File: config.mk
export PLATFORM = sky130hd
export DESIGN_NAME = dsp_mac_ctrl
export DESIGN_NICKNAME = d
export VERILOG_FILES = /design/src/rtl/dsp_pkg.sv /design/src/rtl/dsp_mac_ctrl.sv
export SDC_FILE = /design/constraint.sdc
export NUM_CORES = 1
export LEC_CHECK = 0
export CORE_MARGIN = 5
export CORE_UTILIZATION = 36
export DETAILED_ROUTE_END_ITERATION = 6
export PLACE_DENSITY_LB_ADDON = 0.12
export SYNTH_ARGS = -nofsm -noshare
export SYNTH_HDL_FRONTEND = slang
export SYNTH_SLANG_ARGS = --single-unit
File: constraint.sdc
create_clock -name CLK -period 1.99 [get_ports CLK]
set_clock_uncertainty 0.1 [all_clocks]
set_input_delay 0.4975 -clock CLK [delete_from_list [all_inputs] [get_ports CLK]]
set_output_delay 0.4975 -clock CLK [all_outputs]
set_load 0.01 [all_outputs]
File: src/rtl/dsp_pkg.sv
// Shared definitions for the DSP48A1 multiply-accumulate sequencer:
// operand/result widths, OPMODE encodings and the sequencer state encoding.
package dsp_pkg;

   localparam int OPND_W   = 18;
   localparam int PROD_W   = 36;
   localparam int P_W      = 48;
   localparam int OPMODE_W = 8;

   // Pre-adder, carry-in and subtract bits are always zero in these encodings.
   localparam logic [OPMODE_W-1:0] OPMODE_FIRST = 8'h01;  // X=M, Z=0
   localparam logic [OPMODE_W-1:0] OPMODE_ACC   = 8'h09;  // X=M, Z=P
   localparam logic [OPMODE_W-1:0] OPMODE_HOLD  = 8'h08;  // X=0, Z=P

   typedef enum logic [1:0] {
      IDLE  = 2'd0,
      ACCUM = 2'd1,
      DRAIN = 2'd2,
      OUT   = 2'd3
   } state_t;

endpackage

File: src/rtl/dsp_mac_ctrl.sv
// Sequencer that streams signed operand pairs into a DSP48A1 slice as an N-tap
// MAC, waits out the slice pipeline and hands the 48-bit sum downstream.
module dsp_mac_ctrl
   import dsp_pkg::*;
#(
   parameter int N_TAPS = 8,
   parameter int LAT    = 3
) (
   input  logic                CLK,
   input  logic                RST_N,
   input  logic                S_VALID,
   output logic                S_READY,
   input  logic [OPND_W-1:0]   S_A,
   input  logic [OPND_W-1:0]   S_B,
   output logic [OPND_W-1:0]   A_OUT,
   output logic [OPND_W-1:0]   B_OUT,
   output logic [OPMODE_W-1:0] OPMODE_OUT,
   output logic                DSP_RST,
   output logic                DSP_CE,
   input  logic [P_W-1:0]      P_IN,
   output logic                M_VALID,
   input  logic                M_READY,
   output logic [P_W-1:0]      M_DATA,
   output logic                BUSY
);

   localparam int TAP_W = $clog2(N_TAPS + 1);
   localparam int DRN_W = (LAT < 1) ? 1 : $clog2(LAT + 1);

   localparam logic [TAP_W-1:0] TAP_ONE  = TAP_W'(1);
   localparam logic [TAP_W-1:0] TAP_LAST = TAP_W'(N_TAPS);
   localparam logic [DRN_W-1:0] DRN_ONE  = DRN_W'(1);
   localparam logic [DRN_W-1:0] DRN_LAST = DRN_W'(LAT);

   state_t                state_q, state_d;
   logic [TAP_W-1:0]      tap_q, tap_d;
   logic [DRN_W-1:0]      drn_q, drn_d;
   logic [OPND_W-1:0]     a_q, a_d;
   logic [OPND_W-1:0]     b_q, b_d;
   logic [OPMODE_W-1:0]   op_q, op_d;
   logic [P_W-1:0]        mdata_q, mdata_d;
   logic                  mvalid_q, mvalid_d;
   logic                  dsp_rst_q;

   logic                  s_ready;
   logic                  s_hs;
   logic [TAP_W-1:0]      tap_inc;

   // The slice is still being reset for one cycle after release, so no pair
   // may enter until that cycle is over.
   assign s_ready = ((state_q == IDLE) || (state_q == ACCUM)) && !dsp_rst_q;
   assign s_hs    = S_VALID && s_ready;
   assign tap_inc = tap_q + TAP_ONE;

   always_comb begin
      state_d  = state_q;
      tap_d    = tap_q;
      drn_d    = drn_q;
      a_d      = '0;
      b_d      = '0;
      op_d     = OPMODE_HOLD;
      mdata_d  = mdata_q;
      mvalid_d = mvalid_q;

      unique case (state_q)
         IDLE: begin
            if (s_hs) begin
               a_d   = S_A;
               b_d   = S_B;
               op_d  = OPMODE_FIRST;
               tap_d = TAP_ONE;
               drn_d = '0;
               state_d = (TAP_ONE >= TAP_LAST) ? DRAIN : ACCUM;
            end
         end
         ACCUM: begin
            if (s_hs) begin
               a_d   = S_A;
               b_d   = S_B;
               op_d  = OPMODE_ACC;
               tap_d = tap_inc;
               if (tap_inc == TAP_LAST) begin
                  drn_d   = '0;
                  state_d = DRAIN;
               end
            end
         end
         DRAIN: begin
            // P_IN carries the final sum once the last pair has crossed the pipeline.
            if (drn_q == DRN_LAST) begin
               mdata_d  = P_IN;
               mvalid_d = 1'b1;
               state_d  = OUT;
            end else begin
               drn_d = drn_q + DRN_ONE;
            end
         end
         OUT: begin
            if (mvalid_q && M_READY) begin
               mvalid_d = 1'b0;
               state_d  = IDLE;
            end
         end
         default: state_d = IDLE;
      endcase
   end

   always_ff @(posedge CLK or negedge RST_N) begin
      if (!RST_N) begin
         state_q   <= IDLE;
         tap_q     <= '0;
         drn_q     <= '0;
         a_q       <= '0;
         b_q       <= '0;
         op_q      <= '0;
         mdata_q   <= '0;
         mvalid_q  <= 1'b0;
         dsp_rst_q <= 1'b1;
      end else begin
         state_q   <= state_d;
         tap_q     <= tap_d;
         drn_q     <= drn_d;
         a_q       <= a_d;
         b_q       <= b_d;
         op_q      <= op_d;
         mdata_q   <= mdata_d;
         mvalid_q  <= mvalid_d;
         dsp_rst_q <= 1'b0;
      end
   end

   assign S_READY    = s_ready;
   assign A_OUT      = a_q;
   assign B_OUT      = b_q;
   assign OPMODE_OUT = op_q;
   assign DSP_RST    = dsp_rst_q;
   assign DSP_CE     = !dsp_rst_q;
   assign M_VALID    = mvalid_q;
   assign M_DATA     = mdata_q;
   assign BUSY       = (state_q != IDLE);

endmodule
Word-level counts from Yosys, hierarchy flattened
Cells that the tools add are included.

cells by class
  add/sub/neg operators = 2
  equal/unequal tests = 11
  mux-type cells = 24
  reductions and logical operators = 16

operators by type and width
  cell                                            number
  two-way mux 18 bit                              4
  two-way mux 2 bit                               9
  case mux 4 bit (2 select lines)                 2
  two-way mux 4 bit                               3
  != test 2 bit (second input constant)           5
  AND reduction 5 bit                             2
  case mux 2 bit (4 select lines)                 1
  == test 2 bit (second input constant)           3
  case mux 2 bit (3 select lines)                 1
  AND reduction 3 bit                             2
  nonzero test 2 bit                              3
  adder 4 x 1 -> 4 bit (second input constant)    1
  == test 4 bit (second input constant)           1
  logical AND 1 bit                               3
  two-way mux 1 bit                               3
  nonzero test 3 bit                              1
  adder 2 x 1 -> 2 bit (second input constant)    1
  == test 2 x 1 -> 1 bit (second input constant)  1
  logical NOT 2 bit                               1
  != test 2 x 1 -> 1 bit (second input constant)  1
  case mux 1 bit (2 select lines)                 1
  AND reduction 2 bit                             1
  OR reduction 2 bit                              1
  logical NOT 1 bit                               1
  logical OR 1 bit                                1

word-level totals
  flip-flop bits (word level) = 102
  output and inout port bits = 97
  logic and storage cells = 62

Longest topological paths before layout
  word-level depth = 6
  gate-level depth with buffers = 8
  mapped depth without buffers = 6

Least setup slack after synthesis
Ideal clock, no wire load.

  kind = reg-to-reg
  start = reg state_q[0]
  end = reg mdata_q[21], in the netlist M_DATA[21]
  setup time = 128 ps
  arrival = 1681 ps
  required time = 1762 ps
  path slack = 82 ps
  stages on the path, launching flop included = 8
  buffers on the path = 3
  period minus slack after synthesis = 1908 ps
  path through = dfrtp_1 -> inv_1 -> ha_1 -> and2_1 -> clkbuf_1 -> buf_4 -> buf_4 -> mux2_1

on the way
  longest elaborated chain between the ends = 2

ends and longest elaborated chain
  item                           line                 source
  from (decl)                    dsp_mac_ctrl.sv:35   state_t state_q, state_d;
  from (signal assigned)         dsp_mac_ctrl.sv:120  state_q <= state_d;
  == test 2 bit                  dsp_mac_ctrl.sv:65   unique case (state_q)
  AND reduction 2 bit (no line)  n/a
  to (signal assigned)           dsp_mac_ctrl.sv:126  mdata_q <= mdata_d;
  to (decl)                      dsp_mac_ctrl.sv:41   logic [P_W-1:0] mdata_q, mdata_d;

No other way between the ends.
A chain may end at the register's enable or synchronous reset.

Final worst setup path
  start = reg state_q[0]
  end = out S_READY

on the way
  longest elaborated chain between the ends = 3
  elaborated cells on any way between the ends = 4
  classes of those cells = 1 x eq/ne; 3 x reduce/logical

ends and longest elaborated chain
  item                                                         line                source
  == test 2 x 1 -> 1 bit or logical NOT 2 bit (tied branches)  dsp_mac_ctrl.sv:51  assign s_ready = ((state_q == IDLE) || (state_q == ACCUM)) && !dsp_rst_q;
  logical OR 1 bit (*)                                         dsp_mac_ctrl.sv:51
  logical AND 1 bit (*)                                        dsp_mac_ctrl.sv:51
  to (decl)                                                    dsp_mac_ctrl.sv:12  output logic S_READY,

Mark *: on every way between the ends. The rest lies on a longest branch, timed or not.

==> metrics.md <==
| Metric | Value |
|---|---|
| CP Launch Type | flop |
| First-pass GRT wire length | 14600 um |
| Synth Register Bits | 96 |
| DR WL/cell | 15.0 um |
| Tmin final | 1920 ps |
| Max-cap violations | 0 |
| Crit path cell chain | buf_6 > ha_4 > nor2_4 > nor2_1 > buf_2 |
| Final WL | between 8000 and 9000 um |
| CTS tree | yes |
| All-Layer GR Usage | 14.8% |
| Core Area | slightly below 10000 um2 |
| Initial antenna violation count | 0 |
| Initial Utilization | about 37% |
| Pin count of the biggest net entering global routing | 50 |
| Nets | around 540 |
| Vias/cell | 4.37 |
| Sequential area share after synthesis | 65.5% |
| Area after DPL | 5700 um2 |
| Layout Cells excl Fill | a little under 600 |
| Ports | about 190 |
| Htree depth | 3 |
| Placer Congestion | between 0.7 and 0.8 |
| Post-synthesis cell area | approximately 3700 um2 |
| Final Hold Fails | 0 |
| CP Max Fanout | 3 |
| Max clock buf depth | 2 |
| Period utilization | 96.4% |
| CP max stage delay | 430 ps |
| WHS Path Cells | 1 |
| Drt drc | 0 |
| Final Util | 60.5% |
| First-pass iteration count of the detailed router | 4 |
| Ant. Diodes | 0 |
| Min-delay src | M_DATA[26]$_DFFE_PN0P_ |
| Die span in x | 111 um |
| Fmax | 521 MHz |
| Status | completed |
| R2r endpoint | M_DATA[39]$_DFFE_PN0P_ |
| Share of cells above drive strength 1 | 19.7% |
| Min Hold Slack | 392 ps |
| Hold Path Sink | M_DATA[26]$_DFFE_PN0P_ |
| Clock buffer count from CTS | 9 |
| Clock root buffer | clkbuf_8 |
| Syn Inst Count | 253 |
| Number of global-route vias before repair | roughly 2800 |
| Crit Reg-Reg Startpoint | state_q[0]$_DFFE_PN0P_ |
| Most common cell after layout, fill and taps aside | clkdlybuf4s50_1 |
| Clock Sinks | 96 |
| Initial DRC Count | 50 |
| Dpl hpwl | approximately 6700 um |
| Fin area | 5960 um2 |
| Die Y | about 110 um |
| WP data arrival | 1320 ps |
| R2r setup slk | 100 ps |
| EDFF count, synth | 0 |
| Row count | 36 |
| Yosys warns | 0 |
| Slowest-stage cell, CP | dfrtp_1 |
| Grt total ovfl | 0 |
| Worst setup EP type | output port |
| R2R depth | 6 |
| WP data required | 1390 ps |
| Pwr dens | 1160 nW/um2 |
| Post-route ant nets | 0 |
| Maximum vdd ir drop | 427 uV |
| Full die area | 12300 um2 |
| Fraction of registers with async set/reset | 100% |
| DR vias | 2554 |
| Distinct cells, synth | 37 |
| Slew Viols, Final | 0 |
| Avg Cell Area, Syn | about 15 um2 |
| Synth area leader | dfrtp_1 |
| Top cell type's share of synthesized area | 64.8% |
| P&R area growth vs syn | 62.6% |
| Critical path class | reg2out |
| Leakage Power | approximately 2.7 nW |
| CTS clk-pin slew, worst paths | 100 ps |
| DP Cell Count | 566 |
| RSZ-0062 raised after global routing | yes |
| Total power | slightly below 0.007 W |
| Top FF cell, synth | dfrtp_1 |
| Worst skew pair latency | 350 ps |
| Number of port buffers | 178 |
| Worst Hold Class | reg2reg |
| Setup violators final | 0 |
| Top post-synthesis cells by area | dfrtp_1 (65%), mux2_2 (12%), and2_1 (6.3%) |
| Most frequent cells in the layout | clkdlybuf4s50_1 (173), dfrtp_1 (95), mux2_2 (40) |
[logic make-up after synthesis]
logic type	Yosys count	share of synthesized area [%]
buffers and inverters	24	3.41
AO/OA/AOI/OAI	17	3.99
adder cells (fa/ha/maj)	7	2.39
flip-flops	96	65.5
AND/OR/NAND/NOR	57	8.87
multiplexers	51	15.7
other	1	0.102
[cells in the mapped netlist, drive strengths merged (2+ instances only)]
| cell | number |
|---|---|
| dfrtp | 95 |
| mux2 | 50 |
| and2 | 37 |
| buf | 12 |
| ha | 7 |
| inv | 7 |
| nand2 | 6 |
| nor2 | 6 |
| clkbuf | 5 |
| a21oi | 3 |
| o21ai | 3 |
| a2111oi | 2 |
| a22o | 2 |
| nand2b | 2 |
| o2bb2ai | 2 |
[critical path: cells and delay by family (launching register included)]
kind / cells / cell delay [ps]
buffers and inverters: 2 / 260
adders and majority gates: 1 / 160
and+or+nand+nor: 2 / 120
DFF: 1 / 430
[sequential cells by signal, summed over array words and instances (netlist names)]
signal,count
M_DATA,48
A_OUT,18
B_OUT,18
tap_q,4
OPMODE_OUT,2
drn_q,2
state_q,2
DSP_RST,1
M_VALID,1
[through the flow]
stage / setup slack (ps) / setup TNS [ps]
after floorplan: 81.6 / 0
after global placement: -191 / -630
after detailed placement: -207 / -693
after CTS: 1.38 / 0
after global routing: -17.0 / -23.6
final: 72.0 / 0
[where the power goes]
group          total (W)  leakage [nW]  internal (W)  switching [W]
combinational    0.00285          1.31       0.00175        0.00110
clock            0.00128        0.0949      0.000591       0.000688
sequential       0.00277          1.26       0.00249       0.000278
total            0.00690          2.66       0.00483        0.00206
[layer usage]
metal / up-vias / track usage (%) / share of wire, %
li1: 1219 / - / -
met1: 1202 / 18.2 / 41
met2: 118 / 22.2 / 45
met3: 15 / 7.15 / 12
met4: 0 / 5.91 / 2.3
met5: - / 0 / 0
[layout make-up]
type	count	area [um2]
clock buffers	10	128
clock inverters	5	66.3
fillers	807	3900
inverters	7	26.3
multi-input cells	139	1210
flip-flops and latches	96	2400
well taps	133	166
repair buffers	195	1960
[how the worst max path moves through the flow]
stage	start	end	slack, ps
2_1_floorplan	state_q[0]$_DFFE_PN0P_	M_DATA[21]$_DFFE_PN0P_	80
3_3_place_gp	S_VALID	state_q[1]$_DFFE_PN0P_	-190
3_5_place_dp	S_VALID	state_q[1]$_DFFE_PN0P_	-210
4_1_cts	state_q[0]$_DFFE_PN0P_	S_READY	1
5_1_grt	state_q[0]$_DFFE_PN0P_	drn_q[0]$_DFFE_PN0P_	-20
6_report	state_q[0]$_DFFE_PN0P_	S_READY	70
[what timing repair did]
item	CTS	global route
buffers inserted	3	0
hold endpoints to repair	22	0
setup endpoints to repair	4	42
pin swaps	1	2
hold buffers	1	0
gates resized for setup	13	8
Note: power is estimated with default switching activity, not from simulation.
==> variant 1, RTL diff (same flow settings) <==
Re-encode `state_t` (4 states) as Gray code, 2 bits wide.
--- a/src/rtl/dsp_pkg.sv
+++ b/src/rtl/dsp_pkg.sv
@@ -15,6 +15,6 @@
    typedef enum logic [1:0] {
-      IDLE  = 2'd0,
-      ACCUM = 2'd1,
-      DRAIN = 2'd2,
-      OUT   = 2'd3
+      IDLE  = 2'b00,
+      ACCUM = 2'b01,
+      DRAIN = 2'b11,
+      OUT   = 2'b10
    } state_t;
Function: no difference found for any inputs over 10 cycles, from zero or initial values and one cycle with RST_N low; not proved beyond that.
==> variant 1 against the original RTL <==
- routed wire length fell by 0.21%
- sequential cell count did not move
- synthesized cell count fell by 3.2%
- area after synthesis fell by 2.5%
- total power fell by 8.3%
- sequential share of layout area rose by 1.1 points
- cell area fell by 2.6%
- worst setup slack improved by 0.012 ns
- die area fell by 2.2%
- critical endpoint is now M_VALID
==> variant 1: results <==
export IMPL_status="finished clean"
export IMPL_fill_cells=830
export IMPL_gp_congestion=0.825
export IMPL_syn_instance_count=245
export IMPL_yosys_top_cells_area="dfrtp_1 66%, mux2_2 10%, and2_1 6.3%, mux2_1 4.7%, buf_4 1.3%"
export IMPL_routed_wl_um=8740
export IMPL_cts_resized=4
export IMPL_post_place_cells=559
export IMPL_max_stage_delay_ns=0.55
export IMPL_grt_pass1_wl_um=13200
export IMPL_pre_cts_ws_ns=-0.204
export IMPL_placed_area_sq_um=5590
export IMPL_dr_pass1_iters=4
export IMPL_grt_start_max_net_pins=49
export IMPL_ir_drop_uv=453
export IMPL_final_core_util_pct=59.7
export IMPL_grt_usage_pct=14.5
export IMPL_synth_distinct_cells=33
export IMPL_final_nets=529
export IMPL_ys_seq_area_share_pct=67.2
export IMPL_detailedPlacementHpwl_um=6740
export IMPL_path_clk_slew_ns=0.10
export IMPL_final_cells=577
export IMPL_synth_common_cells="95 x dfrtp_1, 36 x and2_1, 33 x mux2_2"
export IMPL_cts_root_buf="clkbuf_8"
export IMPL_cts_setup_buffers=1
export IMPL_h_tree_depth=3
export IMPL_critical_path_top_delay_family="buffers and inverters"
export IMPL_drive_gt1_share_pct=16.2
export IMPL_vias_per_cell=4.43
export IMPL_worstPathMaxFanout=4
export IMPL_leakage_uw=0.00252
export IMPL_ctsHoldBuffers=1
export IMPL_crit_slowest_cell="clkdlybuf4s50_1"
export IMPL_cts_buffers=9
export IMPL_drtIter0Drc=79
export IMPL_grt_pass1_vias=2712
export IMPL_largest_reg_flops=48
==> variant 1: cells by family after synthesis <==
group,share of synthesized area [%]
adders and majority gates,0.699
muxes,15.4
buffers and inverters,3.81
and+or+nand+nor,9.86
other,0.105
DFF,67.2
AOI/OAI and AO/OA,2.97
==> variant 1: path summary, 6_finish.rpt <==
check | endpoint | startpoint | depth (start not counted) | slack [ns]
setup / recovery | M_VALID | M_VALID$_DFFE_PN0P_ | 1 | 0.08
hold / removal | M_DATA[14]$_DFFE_PN0P_ | M_DATA[14]$_DFFE_PN0P_ | 1 | 0.40
setup reg to reg | tap_q[3]$_DFFE_PN0P_ | state_q[1]$_DFFE_PN0P_ | 6 | 0.19
hold reg to reg | M_DATA[14]$_DFFE_PN0P_ | M_DATA[14]$_DFFE_PN0P_ | 1 | 0.40
max in group asynchronous | state_q[0]$_DFFE_PN0P_ | RST_N | 3 | 0.75
min in group asynchronous | A_OUT[17]$_DFF_PN0_ | RST_N | 2 | 0.54
==> variant 1: report_power, final <==
group          switching [uW]  total, uW  internal [uW]  leakage (uW)
Combinational             867       2260           1390       0.00123
Sequential                271       2740           2470       0.00119
Clock                     724       1330            608      0.000103
Total                    1860       6330           4460       0.00252
==> variant 1: cell type report <==
type / count / area share (%)
clock buffer: 9 / 2.13
clock inverter: 7 / 1.44
inverter: 4 / 0.345
multi-input combinational: 134 / 18.3
sequential: 96 / 41.4
tap: 133 / 2.86
timing repair buffer: 194 / 33.5
==> variant 1: layer usage <==
metal / track usage [%] / wire, um / part of all wire [%] / vias up
met5: 0 / 0 / 0 / -
met3: 7.22 / 1060 / 12 / 10
met4: 4.99 / 133 / 1.5 / 0
li1: - / - / - / 1196
met2: 23.2 / 4050 / 46 / 125
met1: 16.9 / 3500 / 40 / 1223
==> variant 2, RTL diff (same settings) <==
Made on the original files. `N_TAPS`: 8 -> 4.
--- a/src/rtl/dsp_mac_ctrl.sv
+++ b/src/rtl/dsp_mac_ctrl.sv
@@ -5,3 +5,3 @@
 #(
-   parameter int N_TAPS = 8,
+   parameter int N_TAPS = 4,
    parameter int LAT    = 3
Formal check against the unedited RTL: not equivalent (Yosys sat finds a counterexample within 10 cycles, from zero or initial values and one cycle with RST_N low).
==> variant 2 against the original RTL <==
- sequential cell count shrank 1
- cell count is the same
- worst setup slack gained 0.013 ns
- area after synthesis shrank 0.72%
- routed wire length grew 0.99%
- cell area shrank 0.15%
- worst hold slack gained 0.018 ns
- count of clock-buffer cells in the layout grew 2
- total power shrank 2.5%
- largest cell class unchanged
- largest power group is now registers
==> variant 2: results <==
export IMPL_diodes=0
export IMPL_syn_instance_count=250
export IMPL_synth_distinct_cells=30
export IMPL_crit_slowest_cell="dfrtp_1"
export IMPL_h_tree_depth=3
export IMPL_hold_viol_final=0
export IMPL_cp_arrival_ns=1.31
export IMPL_async_reset_ff_share_pct=100
export IMPL_routed_wl_um=8840
export IMPL_post_place_cells=566
export IMPL_synthMuxAreaShare_pct=16.1
export IMPL_yosys_top_cells_area="dfrtp_1 65%, mux2_2 15%, and2_1 6.2%, ha_1 2.7%, buf_4 1.6%"
export IMPL_fin_hold_ws_ns=0.410
export IMPL_final_nets=543
export IMPL_grt_start_max_net_pins=40
export IMPL_drtIter0Drc=69
export IMPL_max_stage_delay_ns=0.40
export IMPL_largest_reg_flops=48
export IMPL_vias=2527
export IMPL_synthXorXnorAreaFrac_pct=0.240
export IMPL_cts_root_buf="clkbuf_8"
export IMPL_gp_congestion=0.761
export IMPL_worst_r2r_setup_slack_ns=0.12
export IMPL_leakage_uw=0.00271
export IMPL_synth_common_cells="94 x dfrtp_1, 48 x mux2_2, 36 x and2_1"
export IMPL_portBuffers=178
export IMPL_vias_per_cell=4.32
export IMPL_path_clk_slew_ns=0.09
export IMPL_grt_pass1_vias=2767
export IMPL_drive_gt1_share_pct=21.0
export IMPL_synth_flop_cell="dfrtp_1"
export IMPL_status="finished clean"
export IMPL_clock_latency_ns=0.35
export IMPL_placed_area_sq_um=5670
export IMPL_synth_compound_area_share_pct=2.75
export IMPL_grt_pass1_wl_um=14700
export IMPL_ir_drop_uv=534
export IMPL_hold_path_class="register to register"
export IMPL_cts_buffers=9
export IMPL_ys_seq_area_share_pct=65.3
export IMPL_dr_pass1_iters=4
export IMPL_critical_path_top_delay_family="flip-flops"
export IMPL_synth_fa_ha_area_share_pct=2.75
export IMPL_synth_warnings=0
export IMPL_cts_max_path_buffers=2
export IMPL_detailedPlacementHpwl_um=6820
export IMPL_grt_usage_pct=15.0
## variant 2: final timing paths
kind,start,endpoint,cells after the start
min in group asynchronous,RST_N,M_DATA[11]$_DFFE_PN0P_,2
worst min register to register,M_DATA[40]$_DFFE_PN0P_,M_DATA[40]$_DFFE_PN0P_,1
worst max register to register,state_q[0]$_DFFE_PN0P_,drn_q[0]$_DFFE_PN0P_,7
max in group asynchronous,RST_N,B_OUT[14]$_DFF_PN0_,3
worst max-delay path,state_q[1]$_DFFE_PN0P_,S_READY,5
worst min-delay path,M_DATA[40]$_DFFE_PN0P_,M_DATA[40]$_DFFE_PN0P_,1
## variant 2: cell type report
class	count	area, sq um
multi-input combinational	136	1180
timing repair buffer	197	1970
sequential	95	2380
fill	841	3860
clock buffer	12	155
inverter	8	30.0
clock inverter	4	76.3
tap	133	166
## variant 2: what timing repair did
| item | 4_1_cts | 5_1_grt |
|---|---|---|
| hold buffers | 1 | 0 |
| setup endpoints to repair | 4 | 4 |
| resized for setup | 8 | 9 |
| setup buffers | 1 | 1 |
| hold endpoints to repair | 19 | 0 |
| pin swaps | 1 | 0 |
## variant 2: metal layers
| layer | vias to the layer above | global-route usage (%) | share of wire, % |
|---|---|---|---|
| met5 | - | 0 | 0 |
| met4 | 0 | 5.67 | 1.6 |
| met3 | 11 | 7.99 | 12 |
| met2 | 132 | 22.1 | 44 |
| met1 | 1186 | 18.4 | 43 |
| li1 | 1198 | - | - |
## variant 2: report_power, final
group	leakage (uW)	total [uW]	switching [uW]	internal (uW)
Sequential	0.00128	2670	246	2420
Combinational	0.00132	2620	1000	1620
Clock	0.000113	1440	654	782
## variant 2: through the flow
stage,setup slack (ns),utilization [%]
CTS,-0.0650,60.3
finish,0.0845,60.6
global placement,-0.106,57.8
floorplan,0.110,-
detailed placement,-0.115,57.8
global route,-0.0375,60.6
